**src/rtl/demux_stream_scheduler_if.sv**
```systemverilog
// Handshake bundle between the producer, the stream scheduler and the four
// consumer channels of the 1-to-4 demux datapath.
interface demux_stream_scheduler_if #(
  parameter int DATA_W = 8
);
  logic              mode;
  logic [1:0]        in_dest;
  logic [DATA_W-1:0] in_data;
  logic              in_valid;
  logic              in_ready;
  logic [3:0]        chan_mask;
  logic [DATA_W-1:0] out_data;
  logic [3:0]        out_valid;
  logic [3:0]        out_ready;
  logic [1:0]        sel;
  logic              busy;

  modport master (
    output mode, in_dest, in_data, in_valid, chan_mask, out_ready,
    input  in_ready, out_data, out_valid, sel, busy
  );

  modport slave (
    input  mode, in_dest, in_data, in_valid, chan_mask, out_ready,
    output in_ready, out_data, out_valid, sel, busy
  );
endinterface

```
**src/rtl/demux_stream_scheduler.sv**
```systemverilog
// Stream sequencer for the 1-to-4 demux: picks a destination (round-robin
// bursts or addressed), drives the select lines and holds each word until delivered.
module demux_stream_scheduler #(
  parameter int DATA_W    = 8,
  parameter int MAX_BURST = 4
) (
  input logic                     clk,
  input logic                     rst_n,
  demux_stream_scheduler_if.slave bus
);

  localparam int BCW = (MAX_BURST > 1) ? $clog2(MAX_BURST) : 1;
  localparam logic [BCW-1:0] BURST_LAST = BCW'(MAX_BURST - 1);

  typedef enum logic {
    IDLE = 1'b0,
    HOLD = 1'b1
  } state_e;

  state_e            state_q, state_d;
  logic [1:0]        ptr_q, ptr_d;
  logic [BCW-1:0]    burst_q, burst_d;
  logic [DATA_W-1:0] data_q, data_d;
  logic [1:0]        sel_q, sel_d;
  logic [3:0]        valid_q, valid_d;
  logic              busy_q, busy_d;
  logic              rr_q, rr_d;
  logic [3:0]        mask_q, mask_d;
  logic              in_ready_s;
  logic [1:0]        dest_s;

  // First enabled channel after p in rotation order; p itself if no other is enabled.
  function automatic logic [1:0] next_en(input logic [1:0] p, input logic [3:0] m);
    logic [1:0] r;
    logic [1:0] c;
    logic       found;
    r     = p;
    found = 1'b0;
    for (int k = 1; k < 4; k++) begin
      c = p + 2'(k);
      if (!found && m[c]) begin
        r     = c;
        found = 1'b1;
      end
    end
    return r;
  endfunction

  // Next-state, destination choice and burst bookkeeping.
  always_comb begin
    state_d    = state_q;
    ptr_d      = ptr_q;
    burst_d    = burst_q;
    data_d     = data_q;
    sel_d      = sel_q;
    valid_d    = valid_q;
    busy_d     = busy_q;
    rr_d       = rr_q;
    mask_d     = mask_q;
    in_ready_s = 1'b0;
    if (bus.mode) begin
      dest_s = bus.in_dest;
    end else if (bus.chan_mask[ptr_q]) begin
      dest_s = ptr_q;
    end else begin
      dest_s = next_en(ptr_q, bus.chan_mask);
    end

    case (state_q)
      IDLE: begin
        if (bus.mode) begin
          in_ready_s = bus.chan_mask[bus.in_dest];
        end else begin
          in_ready_s = |bus.chan_mask;
        end
        if (bus.in_valid && in_ready_s && rst_n) begin
          state_d = HOLD;
          data_d  = bus.in_data;
          sel_d   = dest_s;
          valid_d = 4'b0001 << dest_s;
          busy_d  = 1'b1;
          rr_d    = ~bus.mode;
          mask_d  = bus.chan_mask;
          if (!bus.mode && (dest_s != ptr_q)) begin
            ptr_d   = dest_s;
            burst_d = '0;
          end else begin
            ptr_d = ptr_q;
          end
        end else begin
          state_d = IDLE;
        end
      end
      HOLD: begin
        if (bus.out_ready[sel_q]) begin
          state_d = IDLE;
          valid_d = 4'b0000;
          busy_d  = 1'b0;
          // Only round-robin words count toward the burst; rotation uses the mask seen at accept.
          if (rr_q) begin
            if (burst_q == BURST_LAST) begin
              burst_d = '0;
              ptr_d   = next_en(ptr_q, mask_q);
            end else begin
              burst_d = burst_q + BCW'(1);
            end
          end else begin
            burst_d = burst_q;
          end
        end else begin
          state_d = HOLD;
        end
      end
      default: begin
        state_d = IDLE;
      end
    endcase
  end

  // State and datapath registers with synchronous active-low reset.
  always_ff @(posedge clk) begin
    if (!rst_n) begin
      state_q <= IDLE;
      ptr_q   <= 2'd0;
      burst_q <= '0;
      data_q  <= '0;
      sel_q   <= 2'd0;
      valid_q <= 4'b0000;
      busy_q  <= 1'b0;
      rr_q    <= 1'b0;
      mask_q  <= 4'b0000;
    end else begin
      state_q <= state_d;
      ptr_q   <= ptr_d;
      burst_q <= burst_d;
      data_q  <= data_d;
      sel_q   <= sel_d;
      valid_q <= valid_d;
      busy_q  <= busy_d;
      rr_q    <= rr_d;
      mask_q  <= mask_d;
    end
  end

  assign bus.in_ready  = in_ready_s & rst_n;
  assign bus.out_data  = data_q;
  assign bus.out_valid = valid_q;
  assign bus.sel       = sel_q;
  assign bus.busy      = busy_q;

endmodule

```
**src/flat_wrapper.sv**
```systemverilog
// flat-port wrapper written by rule: the top's interface ports become plain ports
module demux_stream_scheduler_flat 
#(
  parameter int DATA_W    = 8,
  parameter int MAX_BURST = 4
)
  (clk, rst_n, bus_mode, bus_in_dest, bus_in_data, bus_in_valid, bus_chan_mask, bus_out_ready, bus_in_ready, bus_out_data, bus_out_valid, bus_sel, bus_busy);
  demux_stream_scheduler_if #(.DATA_W(DATA_W)) bus_i ();
  input logic clk;
  input logic rst_n;
  input wire logic [$bits(bus_i.mode)-1:0] bus_mode;
  input wire logic [$bits(bus_i.in_dest)-1:0] bus_in_dest;
  input wire logic [$bits(bus_i.in_data)-1:0] bus_in_data;
  input wire logic [$bits(bus_i.in_valid)-1:0] bus_in_valid;
  input wire logic [$bits(bus_i.chan_mask)-1:0] bus_chan_mask;
  input wire logic [$bits(bus_i.out_ready)-1:0] bus_out_ready;
  output wire logic [$bits(bus_i.in_ready)-1:0] bus_in_ready;
  output wire logic [$bits(bus_i.out_data)-1:0] bus_out_data;
  output wire logic [$bits(bus_i.out_valid)-1:0] bus_out_valid;
  output wire logic [$bits(bus_i.sel)-1:0] bus_sel;
  output wire logic [$bits(bus_i.busy)-1:0] bus_busy;
  assign bus_i.mode = bus_mode;
  assign bus_i.in_dest = bus_in_dest;
  assign bus_i.in_data = bus_in_data;
  assign bus_i.in_valid = bus_in_valid;
  assign bus_i.chan_mask = bus_chan_mask;
  assign bus_i.out_ready = bus_out_ready;
  assign bus_in_ready = bus_i.in_ready;
  assign bus_out_data = bus_i.out_data;
  assign bus_out_valid = bus_i.out_valid;
  assign bus_sel = bus_i.sel;
  assign bus_busy = bus_i.busy;
  demux_stream_scheduler #(.DATA_W(DATA_W), .MAX_BURST(MAX_BURST)) u_core (.clk(clk), .rst_n(rst_n), .bus(bus_i));
endmodule
```
**config.mk**
```make
export PLATFORM = sky130hd
export DESIGN_NAME = demux_stream_scheduler_flat
export DESIGN_NICKNAME = d
export VERILOG_FILES = /design/src/rtl/demux_stream_scheduler_if.sv /design/src/rtl/demux_stream_scheduler.sv /design/src/flat_wrapper.sv
export SDC_FILE = /design/constraint.sdc
export NUM_CORES = 1
export LEC_CHECK = 0
export ABC_AREA = 1
export ABC_CLOCK_PERIOD_IN_PS = 1850
export BUFFER_PORTS_ARGS = -buffer_cell sky130_fd_sc_hd__buf_4
export CAP_MARGIN = 25
export CORE_MARGIN = 2
export CORE_UTILIZATION = 35
export CTS_CLUSTER_DIAMETER = 200
export DETAILED_ROUTE_END_ITERATION = 12
export GPL_TIMING_DRIVEN = 0
export PLACE_DENSITY = 0.62
export RECOVER_POWER = 50
export SETUP_SLACK_MARGIN = 0.4
export SLEW_MARGIN = 30
export SYNTH_ARGS = -nofsm -noshare
export SYNTH_HDL_FRONTEND = slang
export SYNTH_SLANG_ARGS = --single-unit
```
**constraint.sdc**
```tcl
create_clock -name clk -period 1.85 [get_ports clk]
set_clock_uncertainty 0.05 [all_clocks]
set_input_delay 0.0925 -clock clk [delete_from_list [all_inputs] [get_ports clk]]
set_output_delay 0.0925 -clock clk [all_outputs]
set_load 0.05 [all_outputs]
```
==> reports/results.txt <==
Status - finished with violations
Failing checks - setup timing
Die W - 71.5 um
Area delta synth->final - 35.8%
IO Port Bufs - 35
Final period util - 107%
Crit path max fanout - 8
CP max stage delay - 320 ps
Crit Path Category - flip-flop to flip-flop
Worst slew pin tran - 618 ps
Most used cell, CP - nand2_4
Fin cells - 357
Critical path capture point type - flip-flop
Synthesized instance count - 254
Crit path required time - 2000 ps
Post-synthesis sequential area ratio - 31.4%
Synth cell types - 29
PD cells - 671 nW/um^2
Seq pwr share - 40.0%
Largest net degree at the start of global routing - 15
WHS Path Cells - 3
Top routing layer in use - met4
Num CTS Buffers - 3
I/O pins - 38
Final WL - 4110 um
Top cells by area, synth - dfxtp_1 31%, nand2_1 18%, a21oi_1 9.4%
DRT iter0 DRCs - 71
Via/cell ratio - 4.84
DR DRC count - 0
Worst reg2reg endpoint - u_core.ptr_q[0]
FP Rows - 24
Worst r2r src - u_core.ptr_q[0]
Tightest slew margin relative to the limit - 59.0%
Mapped cell area - 1600 sq um
Synthesized area per cell - 6.28 sq um
Worst Min Path Start - bus_in_data[2]
Net switching power - 531 uW
Antenna-violating nets left - 0
Dpl hpwl - 2990 um
Syn nets - 277
GRT overflow - 0
Fin crit period - 1970 ps
Clock Tree Buf Depth - 2
Die area - 5110 sq um
Maximum vdd drop - 0.410 mV
Final Max Slew Viols - 0
Worst R2R Setup Slack - -120 ps
Via count - 1729
Clock latency on the worst-skew pair - 270 ps
Buffers & Inverters on Critical Path - 6
# diodes - 0
Critical path arrival - 2130 ps
Final Setup Violations - 4
Top cell type's share of synthesized area - 31.4%
Hold endpoint - u_core.bus.out_data[2]
TritonCTS clock tree - yes
Worst path top cell family by delay - simple AND/OR/NAND/NOR gates
Placed insts - 341
Total power - 1450 uW
Post-synth EDFFs - 0
Commonest register cell after synthesis - dfxtp_1
Antenna violations before repair - 0
Logic pwr share - 38.0%
Die Height - 71.5 um
Place WS - -189 ps
Layout cells sized above 1 - 32.1%
Total Routing Usage GR - 16.3%
Clk sinks - 25
Sw frac - 36.5%
Internal power - 923 uW
Max Cap Viol - 0
Core Box Area - 4380 sq um
Drt wl/cell - 11.5 um
Post-synth top cells - 77 x nand2_1, 30 x a21oi_1, 25 x dfxtp_1
H-tree depth - 1
Cell with the most instances after synthesis - nand2_1
Critical path's slowest cell - dfxtp_2
Initial Util - 36.4%
P_leak - 0.000953 uW
Root Driver - clkbuf_8
Initial DRT Pass Iterations - 5
Routed length on met1 - 1980 um
Routability congestion estimate - 0.790
Reg clk slew, reported paths - 80 ps
R2R cell count - 20
Ys async rst share - 0%
Yosys Warn Count - 0
Dominant cell type by area after synthesis - dfxtp_1
F_max - 0.506 GHz
Fin. Hold Viols - 0
Final worst slack - -125 ps
Placed inst area - 1950 sq um
RSZ-0062 raised after global routing - true
Hold buffer count at cts - 0
# nets final - 329
HP Class - input pin to flip-flop
Met2 WL post-DR - 1900 um
CP Launch Type - flip-flop
Finished Cell Area - 2170 sq um
#FFs+latches synth - 25
Clock share of power - 21.9%
Metal3 WL - 188 um
First-pass GRT wire length - 6780 um
Number of global-route vias before repair - 1531
Cells along the critical path - buf_6, inv_4, buf_8, nand2_4, nand2_4, buf_4, nand4_1, inv_1, nor2_1, nand2_1, nand2_2, nand2_4, nand2_2, nand3_2, nand2_2, nand2_4, nand3_2, nand2_1, inv_1, nor2_2
==> through the flow <==
stage          TNS, ps  utilization (%)  hold slack, ps
2_1_floorplan        0                -             186
4_1_cts           -315             48.1            17.3
3_3_place_gp      -532             44.5             298
5_1_grt          -1320             49.4            26.3
6_report          -404             49.4            21.8
3_5_place_dp      -649             44.5             305
==> worst reg2reg max path: cells and delay by family, from the launching register on <==
kind | cells | cell delay (ps)
AND/OR/NAND/NOR | 14 | 1030
flip-flops | 1 | 320
buffers and inverters | 6 | 520
==> power by group through the flow <==
stage                     clock [uW]  sequential, uW  combinational (uW)
after detailed placement           0             594                 479
after CTS                        336             583                 521
after global placement             0             595                 476
final                            319             583                 553
after floorplan                    0             645                 301
after global routing             354             586                 612
==> registers in the layout, indices dropped and copies added (netlist names) <==
| name | cells |
|---|---|
| u_core.bus.out_valid | 4 |
| u_core.mask_q | 4 |
| u_core.rr_q | 1 |
| u_core.bus.sel | 2 |
| u_core.state_q | 1 |
| u_core.bus.out_data | 8 |
| u_core.burst_q | 2 |
| u_core.ptr_q | 2 |
| u_core.bus.busy | 1 |
==> cell usage in the layout, fill, tap and decap left out, types with 2 or more instances in the layout <==
master,count
o21ai_1,5
buf_6,4
inv_1,20
o211ai_1,4
clkbuf_8,3
nand4_1,3
nand3_2,8
nand2_4,10
dfxtp_1,21
o21ai_0,7
a21oi_2,3
inv_4,2
nand2_2,14
nor2_1,12
a21oi_1,27
nor2_2,2
or2_2,2
dfxtp_4,2
inv_2,6
buf_4,30
nand3_1,12
clkbuf_4,2
dfxtp_2,2
clkbuf_1,19
nor3_2,2
nand2_1,71
==> cell families (layout without fill, tap and decap cells) <==
family / count (synthesis) / in the layout / synth area share (%)
simple gates: 138 / 138 / 39.8
compound gates: 50 / 50 / 17.1
buf+inv: 40 / 91 / 11.0
flops: 25 / 25 / 31.4
fa+ha+maj: 1 / 1 / 0.784
==> timing repair <==
item | 4_1_cts | 5_1_grt
gates resized for setup | 13 | 22
setup endpoints to repair | 25 | 25
setup buffers | 8 | 4
pin swaps | 5 | 18
==> final cells by class <==
| class | count | area (sq um) |
|---|---|---|
| clock inverters | 1 | 5.00 |
| repair buffers | 47 | 309 |
| multi-input cells | 189 | 1030 |
| plain buffers | 10 | 82.6 |
| inverters | 30 | 125 |
| fillers | 467 | 2220 |
| well taps | 52 | 65.1 |
| clock buffers | 3 | 41.3 |
| flip-flops and latches | 25 | 510 |
==> layer usage <==
metal | global-route usage (%) | vias up
li1 | - | 926
met1 | 22.5 | 757
met2 | 26.5 | 40
met3 | 3.52 | 6
met4 | 2.94 | 0
met5 | 0 | -
==> worst max-delay path by stage <==
stage	depth (start not counted)	start	to	slack (ps)
after floorplan	21	u_core.ptr_q[0]	u_core.ptr_q[0]	80
after global placement	20	u_core.ptr_q[1]	u_core.ptr_q[0]	-160
after CTS	19	u_core.ptr_q[0]	u_core.ptr_q[0]	-100
after global routing	21	u_core.ptr_q[0]	u_core.ptr_q[1]	-290
after detailed placement	20	u_core.ptr_q[1]	u_core.ptr_q[0]	-190
final	20	u_core.ptr_q[0]	u_core.ptr_q[0]	-120
Note: power is estimated with default switching activity, not from simulation.
